## src/rtl/step_counter_bank.sv

```systemverilog
// -----------------------------------------------------------------------------
// step_counter_bank
//   Bank of NUM_REGS signed WIDTH-bit counters for the stepper sequencer (step
//   counts and inter-step delays). Each counter supports LOAD/INC/DEC/CLR/
//   ADD/SUB and an ARM mode. In ARM mode, the tick strobe counts the counter
//   down, and expire pulses when the counter reaches zero. Each counter has a
//   sticky signed-overflow flag. The bank can optionally saturate instead of
//   wrapping.
//
//   Handshake: op_valid qualifies op/op_addr/op_data. There is no ready. Every
//   op presented with op_valid=1 is consumed at that posedge, and its result is
//   visible on rd_data right after the edge.
//
// Ports
//   clk, reset_n          clock, synchronous active-low reset
//   op_valid/op/op_addr/op_data   operation request (one per cycle)
//   tick                  countdown strobe for all armed counters
//   disarm[NUM_REGS]      per-counter disarm request (no expire)
//   rd_addr -> rd_data    combinational read port, 0 when out of range
//   negative/zero/positive   flags of rd_data
//   ovf/armed/expire      per-counter sticky overflow, countdown mode, and
//                         one-cycle expire pulse
// -----------------------------------------------------------------------------
module step_counter_bank #(
  parameter int WIDTH    = 8,
  parameter int NUM_REGS = 4,
  parameter int ADDR_W   = 2,
  parameter int SATURATE = 0
) (
  input  logic                clk,
  input  logic                reset_n,
  input  logic                op_valid,
  input  logic [2:0]          op,
  input  logic [ADDR_W-1:0]   op_addr,
  input  logic [WIDTH-1:0]    op_data,
  input  logic                tick,
  input  logic [NUM_REGS-1:0] disarm,
  input  logic [ADDR_W-1:0]   rd_addr,
  output logic [WIDTH-1:0]    rd_data,
  output logic                negative,
  output logic                zero,
  output logic                positive,
  output logic [NUM_REGS-1:0] ovf,
  output logic [NUM_REGS-1:0] armed,
  output logic [NUM_REGS-1:0] expire
);

  localparam logic [2:0] OP_NOP  = 3'b000;
  localparam logic [2:0] OP_LOAD = 3'b001;
  localparam logic [2:0] OP_INC  = 3'b010;
  localparam logic [2:0] OP_DEC  = 3'b011;
  localparam logic [2:0] OP_CLR  = 3'b100;
  localparam logic [2:0] OP_ADD  = 3'b101;
  localparam logic [2:0] OP_SUB  = 3'b110;
  localparam logic [2:0] OP_ARM  = 3'b111;

  localparam logic [WIDTH-1:0] S_MAX = {1'b0, {(WIDTH-1){1'b1}}};
  localparam logic [WIDTH-1:0] S_MIN = {1'b1, {(WIDTH-1){1'b0}}};
  localparam logic [WIDTH-1:0] ONE   = WIDTH'(1);

  logic [WIDTH-1:0]    cnt_q [NUM_REGS];
  logic [WIDTH-1:0]    cnt_d [NUM_REGS];
  logic [NUM_REGS-1:0] ovf_q, ovf_d;
  logic [NUM_REGS-1:0] armed_q, armed_d;
  logic [NUM_REGS-1:0] expire_q, expire_d;

  // Only one op per cycle, so a single shared adder serves the whole bank.
  logic [WIDTH-1:0]    sel_cnt;
  logic [WIDTH-1:0]    operand;
  logic [WIDTH-1:0]    raw;
  logic [WIDTH-1:0]    arith_res;
  logic                is_sub;
  logic                arith_ovf;
  logic [NUM_REGS-1:0] hit;

  // Decode the target counter. An op_addr beyond NUM_REGS matches nothing,
  // so the op has no effect.
  always_comb begin
    sel_cnt = '0;
    hit     = '0;
    for (int i = 0; i < NUM_REGS; i++) begin
      if (op_addr == ADDR_W'(i)) begin
        sel_cnt = cnt_q[i];
        hit[i]  = op_valid && (op != OP_NOP);
      end
    end
  end

  always_comb begin
    operand = ((op == OP_ADD) || (op == OP_SUB)) ? op_data : ONE;
    is_sub  = (op == OP_DEC) || (op == OP_SUB);
    raw     = is_sub ? (sel_cnt - operand) : (sel_cnt + operand);
    // Signed overflow happens when the effective operands share a sign and the
    // result's sign differs. For a subtraction, the operand's sign is inverted.
    if (is_sub)
      arith_ovf = (sel_cnt[WIDTH-1] != operand[WIDTH-1]) && (raw[WIDTH-1] != sel_cnt[WIDTH-1]);
    else
      arith_ovf = (sel_cnt[WIDTH-1] == operand[WIDTH-1]) && (raw[WIDTH-1] != sel_cnt[WIDTH-1]);
    // On overflow, the true result lies beyond the limit on the side of the
    // original value's sign.
    if ((SATURATE != 0) && arith_ovf)
      arith_res = sel_cnt[WIDTH-1] ? S_MIN : S_MAX;
    else
      arith_res = raw;
  end

  always_comb begin
    for (int i = 0; i < NUM_REGS; i++) begin
      cnt_d[i]    = cnt_q[i];
      ovf_d[i]    = ovf_q[i];
      armed_d[i]  = armed_q[i];
      expire_d[i] = 1'b0;
      if (hit[i]) begin
        // An op on this counter wins over a tick in the same cycle.
        case (op)
          OP_LOAD: begin
            cnt_d[i] = op_data;
            ovf_d[i] = 1'b0;
            if (op_data == '0) armed_d[i] = 1'b0;
          end
          OP_INC, OP_DEC, OP_ADD, OP_SUB: begin
            cnt_d[i] = arith_res;
            if (arith_ovf) ovf_d[i] = 1'b1;
            // An arithmetic result of zero ends the countdown silently.
            if (arith_res == '0) armed_d[i] = 1'b0;
          end
          OP_CLR: begin
            cnt_d[i]   = '0;
            ovf_d[i]   = 1'b0;
            armed_d[i] = 1'b0;
          end
          OP_ARM: begin
            // Arming a counter that is already at zero expires it immediately.
            if (cnt_q[i] == '0) begin
              armed_d[i]  = 1'b0;
              expire_d[i] = 1'b1;
            end else begin
              armed_d[i]  = 1'b1;
            end
          end
          default: ;
        endcase
        // ARM beats disarm; any other op still honours disarm.
        if ((op != OP_ARM) && disarm[i]) armed_d[i] = 1'b0;
      end else if (disarm[i]) begin
        armed_d[i] = 1'b0;
      end else if (tick && armed_q[i]) begin
        // An armed counter is never zero, so this unsigned decrement cannot
        // wrap.
        cnt_d[i] = cnt_q[i] - ONE;
        if (cnt_q[i] == ONE) begin
          armed_d[i]  = 1'b0;
          expire_d[i] = 1'b1;
        end
      end
    end
  end

  always_ff @(posedge clk) begin
    if (!reset_n) begin
      for (int i = 0; i < NUM_REGS; i++) cnt_q[i] <= '0;
      ovf_q    <= '0;
      armed_q  <= '0;
      expire_q <= '0;
    end else begin
      for (int i = 0; i < NUM_REGS; i++) cnt_q[i] <= cnt_d[i];
      ovf_q    <= ovf_d;
      armed_q  <= armed_d;
      expire_q <= expire_d;
    end
  end

  always_comb begin
    rd_data = '0;
    for (int i = 0; i < NUM_REGS; i++) begin
      if (rd_addr == ADDR_W'(i)) rd_data = cnt_q[i];
    end
  end

  assign negative = rd_data[WIDTH-1];
  assign zero     = (rd_data == '0);
  assign positive = ~zero & ~negative;
  assign ovf      = ovf_q;
  assign armed    = armed_q;
  assign expire   = expire_q;

endmodule

```

## config.mk

```make
export PLATFORM = sky130hd
export DESIGN_NAME = step_counter_bank
export DESIGN_NICKNAME = d
export VERILOG_FILES = /design/src/rtl/step_counter_bank.sv
export SDC_FILE = /design/constraint.sdc
export NUM_CORES = 1
export LEC_CHECK = 0
export CAP_MARGIN = 30
export CORE_ASPECT_RATIO = 0.75
export CORE_MARGIN = 3
export CORE_UTILIZATION = 49
export CTS_CLUSTER_DIAMETER = 50
export DETAILED_ROUTE_END_ITERATION = 12
export PLACE_DENSITY = 0.75
export SLEW_MARGIN = 0
export SYNTH_ARGS = -nofsm -noshare
export SYNTH_HDL_FRONTEND = slang
export SYNTH_SLANG_ARGS = --single-unit
```

## constraint.sdc

```tcl
create_clock -name clk -period 4.53 [get_ports clk]
set_input_delay 0.906 -clock clk [delete_from_list [all_inputs] [get_ports clk]]
set_output_delay 0.906 -clock clk [all_outputs]
set_load 0.02 [all_outputs]
```

# Word level (Yosys, flattened, before mapping)

Memory sizes are Yosys's and may differ from the RTL's.
Index checks and enable logic that the tools add are counted.

Memory bits (writable): 32
Memories: 1
Register bits after elaboration: 12
Output and inout port bits: 23
Bits of input ports: 23

Memory list:

| memory | words | width | rd ports | clocked after Yosys merged registers in | write ports | RTL line | text |
|---|---|---|---|---|---|---|---|
| cnt_q  | 4     | 8     | 4        | 0                                       | 4           | 61       | `logic [WIDTH-1:0] cnt_q [NUM_REGS];` |

Add/subtract/negate cells: 6
Multiplexer cells: 93
Eq/ne operators: 34
Bitwise logic cells: 7
Reduce and logical (&&, ||, !) cells: 42

Operator list:

| cell                | count |
|---|---|
| $mux 8              | 26 |
| $pmux 8 s3          | 4 |
| $mux 1              | 58 |
| $logic_not 8->1     | 7 |
| $eq 8x1->1 const B  | 4 |
| $ne 4x4->1 const B  | 8 |
| $sub 8x1->8 const B | 4 |
| $reduce_bool 3->1   | 9 |
| $ne 6x1->1 const B  | 4 |
| $reduce_and 5->1    | 4 |
| $pmux 1 s4          | 4 |
| $eq 3x3->1 const B  | 4 |
| $reduce_and 3->1    | 4 |
| $logic_and 1x1->1   | 11 |
| $add 8x8->8         | 1 |
| $eq 2x2->1 const B  | 4 |
| $sub 8x8->8         | 1 |
| $eq 3x2->1 const B  | 2 |
| $eq 2x1->1 const B  | 2 |
| $logic_not 2->1     | 2 |
| $or 1x1->1          | 4 |
| $reduce_or 4->1     | 1 |
| $eq 3x1->1 const B  | 1 |
| $ne 3x3->1 const B  | 1 |
| other kinds (9)     | 12 |

# Depth between registers and ports, before layout

Depth in word-level cells: 12
Gate-level depth with buffers: 15
Mapped depth without buffers: 13

# Least setup slack after synthesis

OpenSTA, ideal clock, no wires.

Path type: input port to flip-flop
From: input port op[1]
To: register armed_q[0] (netlist: armed[0])
Path buffers: 3
Setup time: 0.115 ns
Setup slack: 0.490 ns
Arrival time: 3.925 ns
Cell stages on the path: 14
Required time: 4.415 ns
Cells stage by stage: clkbuf_1 clkbuf_1 clkbuf_1 o21ai_0 o21a_1 fa_1 nor2b_1 o22ai_1 xnor2_1 or3_1 a2111oi_0 and4_4 nor3_1 o21a_1

Word-level cells in the longest chain between the ends: 8

Ends and longest elaborated chain:

| element                                    | RTL line    | text |
|---|---|---|
| start: declaration                         | 33          | `input logic [2:0] op,` |
| $eq 3x3->1 (on tied branches)              | 90, 115, 91 |  |
| $logic_or 1x1->1                           | 90          | `operand = ((op == OP_ADD) \|\| (op == OP_SUB)) ? op_data : ONE;` |
| $mux 8                                     | 90          |  |
| $add 8x8->8 or $sub 8x8->8 (tied branches) | 92          | `raw = is_sub ? (sel_cnt - operand) : (sel_cnt + operand);` |
| $mux 8                                     | 92          |  |
| $logic_not 8->1                            | 125         | `if (arith_res == '0) armed_d[i] = 1'b0;` |
| $ne 4x4->1 (no line)                       | -           |  |
| $reduce_and 5->1 (no line)                 | -           |  |
| end signal: assignment                     | 168         | `armed_q <= armed_d;` |
| end: declaration                           | 64          | `logic [NUM_REGS-1:0] armed_q, armed_d;` |

Parallel ways exist; a longest one is shown, timed or not.
A chain may end at the register's enable or synchronous reset.

# Worst setup path after layout

From: input port rd_addr[0]
To: output port zero

Word-level cells in the longest chain between the ends: 6

Ends and longest elaborated chain:

| element              | RTL line | text |
|---|---|---|
| start: declaration   | 38       | `input logic [ADDR_W-1:0] rd_addr,` |
| $logic_not 2->1      | 176      | `if (rd_addr == ADDR_W'(i)) rd_data = cnt_q[i];` |
| $mux 8 (3 in series) | 176      |  |
| $mux 8 (*)           | 176      |  |
| $logic_not 8->1 (*)  | 181      | `assign zero = (rd_data == '0);` |
| end: declaration     | 41       | `output logic zero,` |

Every way passes the cells marked *; elsewhere a longest branch is shown, timed or not.

==> results.cfg <==
[synth]
syn-mean-instance-area_sq_um = 7.49
synth_edf_count = 0
ys_dominant_reg_cell = dfxtp_1
syn-num-nets = 573
synth_seq_area_share_pct = 22.0
yosys_register_bits = 44
ys_types = 67
synth_cells = 535
async_flop_share_pct = 0
syn_area_sq_um = 4010
yosysWarnings = 0

[placement]
placed_cell_area_sq_um = 4710
place_congestion = 1.01
place_ws_ns = -0.0445
dpl.hpwl_um = 10600
port-buffer-count = 45

[floorplan]
num_rows = 27
dieArea_sq_um = 9310
design.core.area_sq_um = 7630
initial_core_util_pct = 52.5
die_y_um = 84.3
die_w_um = 110
pin_count = 46

[power_and_ir_drop]
switching_power_mw = 0.397
total_leakage_power_nw = 1.85
seq_power_share_pct = 37.8
power.internal_mw = 0.725
comb_power_share_pct = 34.5
vdd_drop_max_mv = 0.159
powerDensity_nw_per_um2 = 232
p_sw_share_pct = 35.3
clockPowerShare_pct = 27.7

[timing]
worst_pin_slew_ns = 0.881
slew_violations = 0
clock.fmax_ghz = 0.222
slew_headroom_pct = 41.2
finalClockSkew_ns = 0.00878
fin_crit_ns = 4.50
setup_viol = 0
fin_ws_ns = 0.0286
hold_viol_final = 0
grt_setup_unrepaired = false
fin_crit_sh_pct = 99.4

[setup_path]
cp.arrival_ns = 3.60
path_cells = clkdlybuf4s50_1 > mux4_2 > or4_1 > nor2_1 > clkdlybuf4s50_1
slowest_stage = clkdlybuf4s50_1
crit_path_max_fanout = 6
path_class = in2out
worst_path_most_repeated_cell = clkdlybuf4s50_1
max_stage_delay_ns = 0.69
crit_family = buffers and inverters
crit_required_ns = 3.62
cp_num_buf_inv = 2
startpoint_type = input port
endpoint_kind = output port

[route]
top_layer = met4
wl_um = 14100
wl_per_cell_um = 20.4
dr_wl_met2_um = 5990
wl_met3_um = 1840
drt-pass1-iter-count = 5
drt-met1-wl_um = 5900
ant_nets = 0
route.detailed.drc = 0
drt_iter0_drc = 467
vias_per_cell = 6.58
vias = 4550

[clocking]
postCtsHoldBufs = 0
numCtsBuffers = 5
cts_sinks = 44
clkTransAtPathRegs_ns = 0.09
post_cts_resized = 0
root_buffer = clkbuf_8
cts_tree = yes
clk_latency_ns = 0.31
postCtsSetupBuffers = 0
cts.path.max_buffers = 2
ctsHtreeMaxLevel = 2

[grt]
overflow = 0
grt_pass1_vias = 4131
grt_max_degree = 27
grt_pass1_wl_um = 22000
grt_use_total_pct = 30.5
antenna_found_initial = 0

[run]
max_cap_viol_count = 0

[cells_and_area]
nets = 626
fill_cells = 709
drive_gt1_share_pct = 11.9
design_area_sq_um = 4830
syn2layout_area_growth_pct = 20.5

[hold_path]
hold_class = reg2reg

[status]
status = finished, final reports clean
[per-stage QoR]
| step | TNS [ns] | std cells | util (%) | total power [mW] | hold slack, ns |
|---|---|---|---|---|---|
| 4_1_cts | 0 | 690 | 63.2 | 1.11 | 0.514 |
| 3_5_place_dp | -0.0684 | 682 | 61.7 | 0.807 | 0.489 |
| 2_1_floorplan | 0 | 535 | - | 0.655 | 0.461 |
| 3_3_place_gp | -0.00573 | 682 | 61.7 | 0.797 | 0.484 |
| 5_1_grt | 0 | 690 | 63.2 | 1.17 | 0.533 |
| 6_report | 0 | 691 | 63.2 | 1.12 | 0.506 |
[Yosys cell counts (5+ instances only)]
master	count	area (sq um)
o21ai_0	47	235
or4_1	5	37.5
nor3_1	20	100
mux4_2	16	360
nor2_1	61	229
ha_1	14	175
a22oi_1	8	60.1
nand3_1	16	80.1
a21oi_1	30	150
o211ai_1	8	60.1
nor4_1	11	68.8
xnor2_1	6	52.6
inv_1	18	67.6
or3_1	13	81.3
clkbuf_1	27	101
dfxtp_1	44	881
a31oi_1	9	56.3
o21a_1	12	90.1
nor2b_1	12	75.1
xor2_1	9	78.8
nor3b_1	5	37.5
nand2_1	68	255
and2_1	5	31.3
[area by class of cell]
type	count	area [sq um]	share of cell area [%]
clock inverters	3	42.5	0.882
inverters	20	75.1	1.56
multi-input cells	441	2930	60.8
flip-flops and latches	44	881	18.3
clock buffers	5	68.8	1.43
repair buffers	76	696	14.4
well taps	101	126	2.62
diodes	1	2.50	0.0519
[worst reg2reg max path: cells and delay by family, from the launching register on]
| family | cells | cell delay [ns] |
|---|---|---|
| xor gates and xnor gates | 1 | 0.17 |
| muxes | 1 | 0.36 |
| AOI/OAI and AO/OA | 3 | 0.70 |
| DFF | 1 | 0.50 |
| buffers and inverters | 1 | 0.07 |
| adders and majority gates | 1 | 0.45 |
| and+or+nand+nor | 4 | 1.04 |
[power by group through the flow]
stage	Clock (mW)	Combinational [mW]	Sequential [mW]
global placement	0	0.367	0.430
floorplan	0	0.232	0.423
detailed placement	0	0.375	0.431
global route	0.331	0.418	0.425
CTS	0.315	0.377	0.422
finish	0.311	0.387	0.424
[placed cells by master (no fill, tap or decap), types with 8 or more instances in the layout]
| cell | count |
|---|---|
| a21oi_1 | 30 |
| a22oi_1 | 8 |
| a31oi_1 | 9 |
| buf_4 | 30 |
| clkdlybuf4s50_1 | 45 |
| dfxtp_1 | 44 |
| ha_1 | 14 |
| inv_1 | 18 |
| mux4_2 | 16 |
| nand2_1 | 68 |
| nand3_1 | 16 |
| nor2_1 | 61 |
| nor2b_1 | 12 |
| nor3_1 | 20 |
| nor4_1 | 11 |
| o211ai_1 | 8 |
| o21a_1 | 12 |
| o21ai_0 | 47 |
| or3_1 | 13 |
| xor2_1 | 9 |
[cells by family (layout without fill, tap and decap cells)]
group / count (synthesis) / after routing / synth area share, %
buffers and inverters: 50 / 104 / 4.78
muxes: 19 / 19 / 9.78
xor gates and xnor gates: 16 / 16 / 3.84
and+or+nand+nor: 235 / 235 / 28.7
DFF: 44 / 44 / 22.0
adders and majority gates: 15 / 15 / 4.87
other: 0 / 1 / 0
AOI/OAI and AO/OA: 156 / 156 / 26.1
[per-layer routing]
metal	vias to the layer above	track usage, %
met2	257	42.1
met1	2160	44.2
met5	-	0
met3	39	9.92
met4	0	10.4
li1	2094	-
[state kept, by name (all words and copies together), names as in the netlist]
name and flops:
expire 4, ovf 4, cnt_q 32, armed 4
[final timing paths]
kind,cells past startpoint,start,slack [ns],endpoint
max,5,rd_addr[0],0.03,zero
min,1,ovf[2],0.51,ovf[2]
max reg2reg,11,cnt_q[2][1],1.15,armed[0]
min reg2reg,1,ovf[2],0.51,ovf[2]
Note: power is estimated with default switching activity, not from simulation.
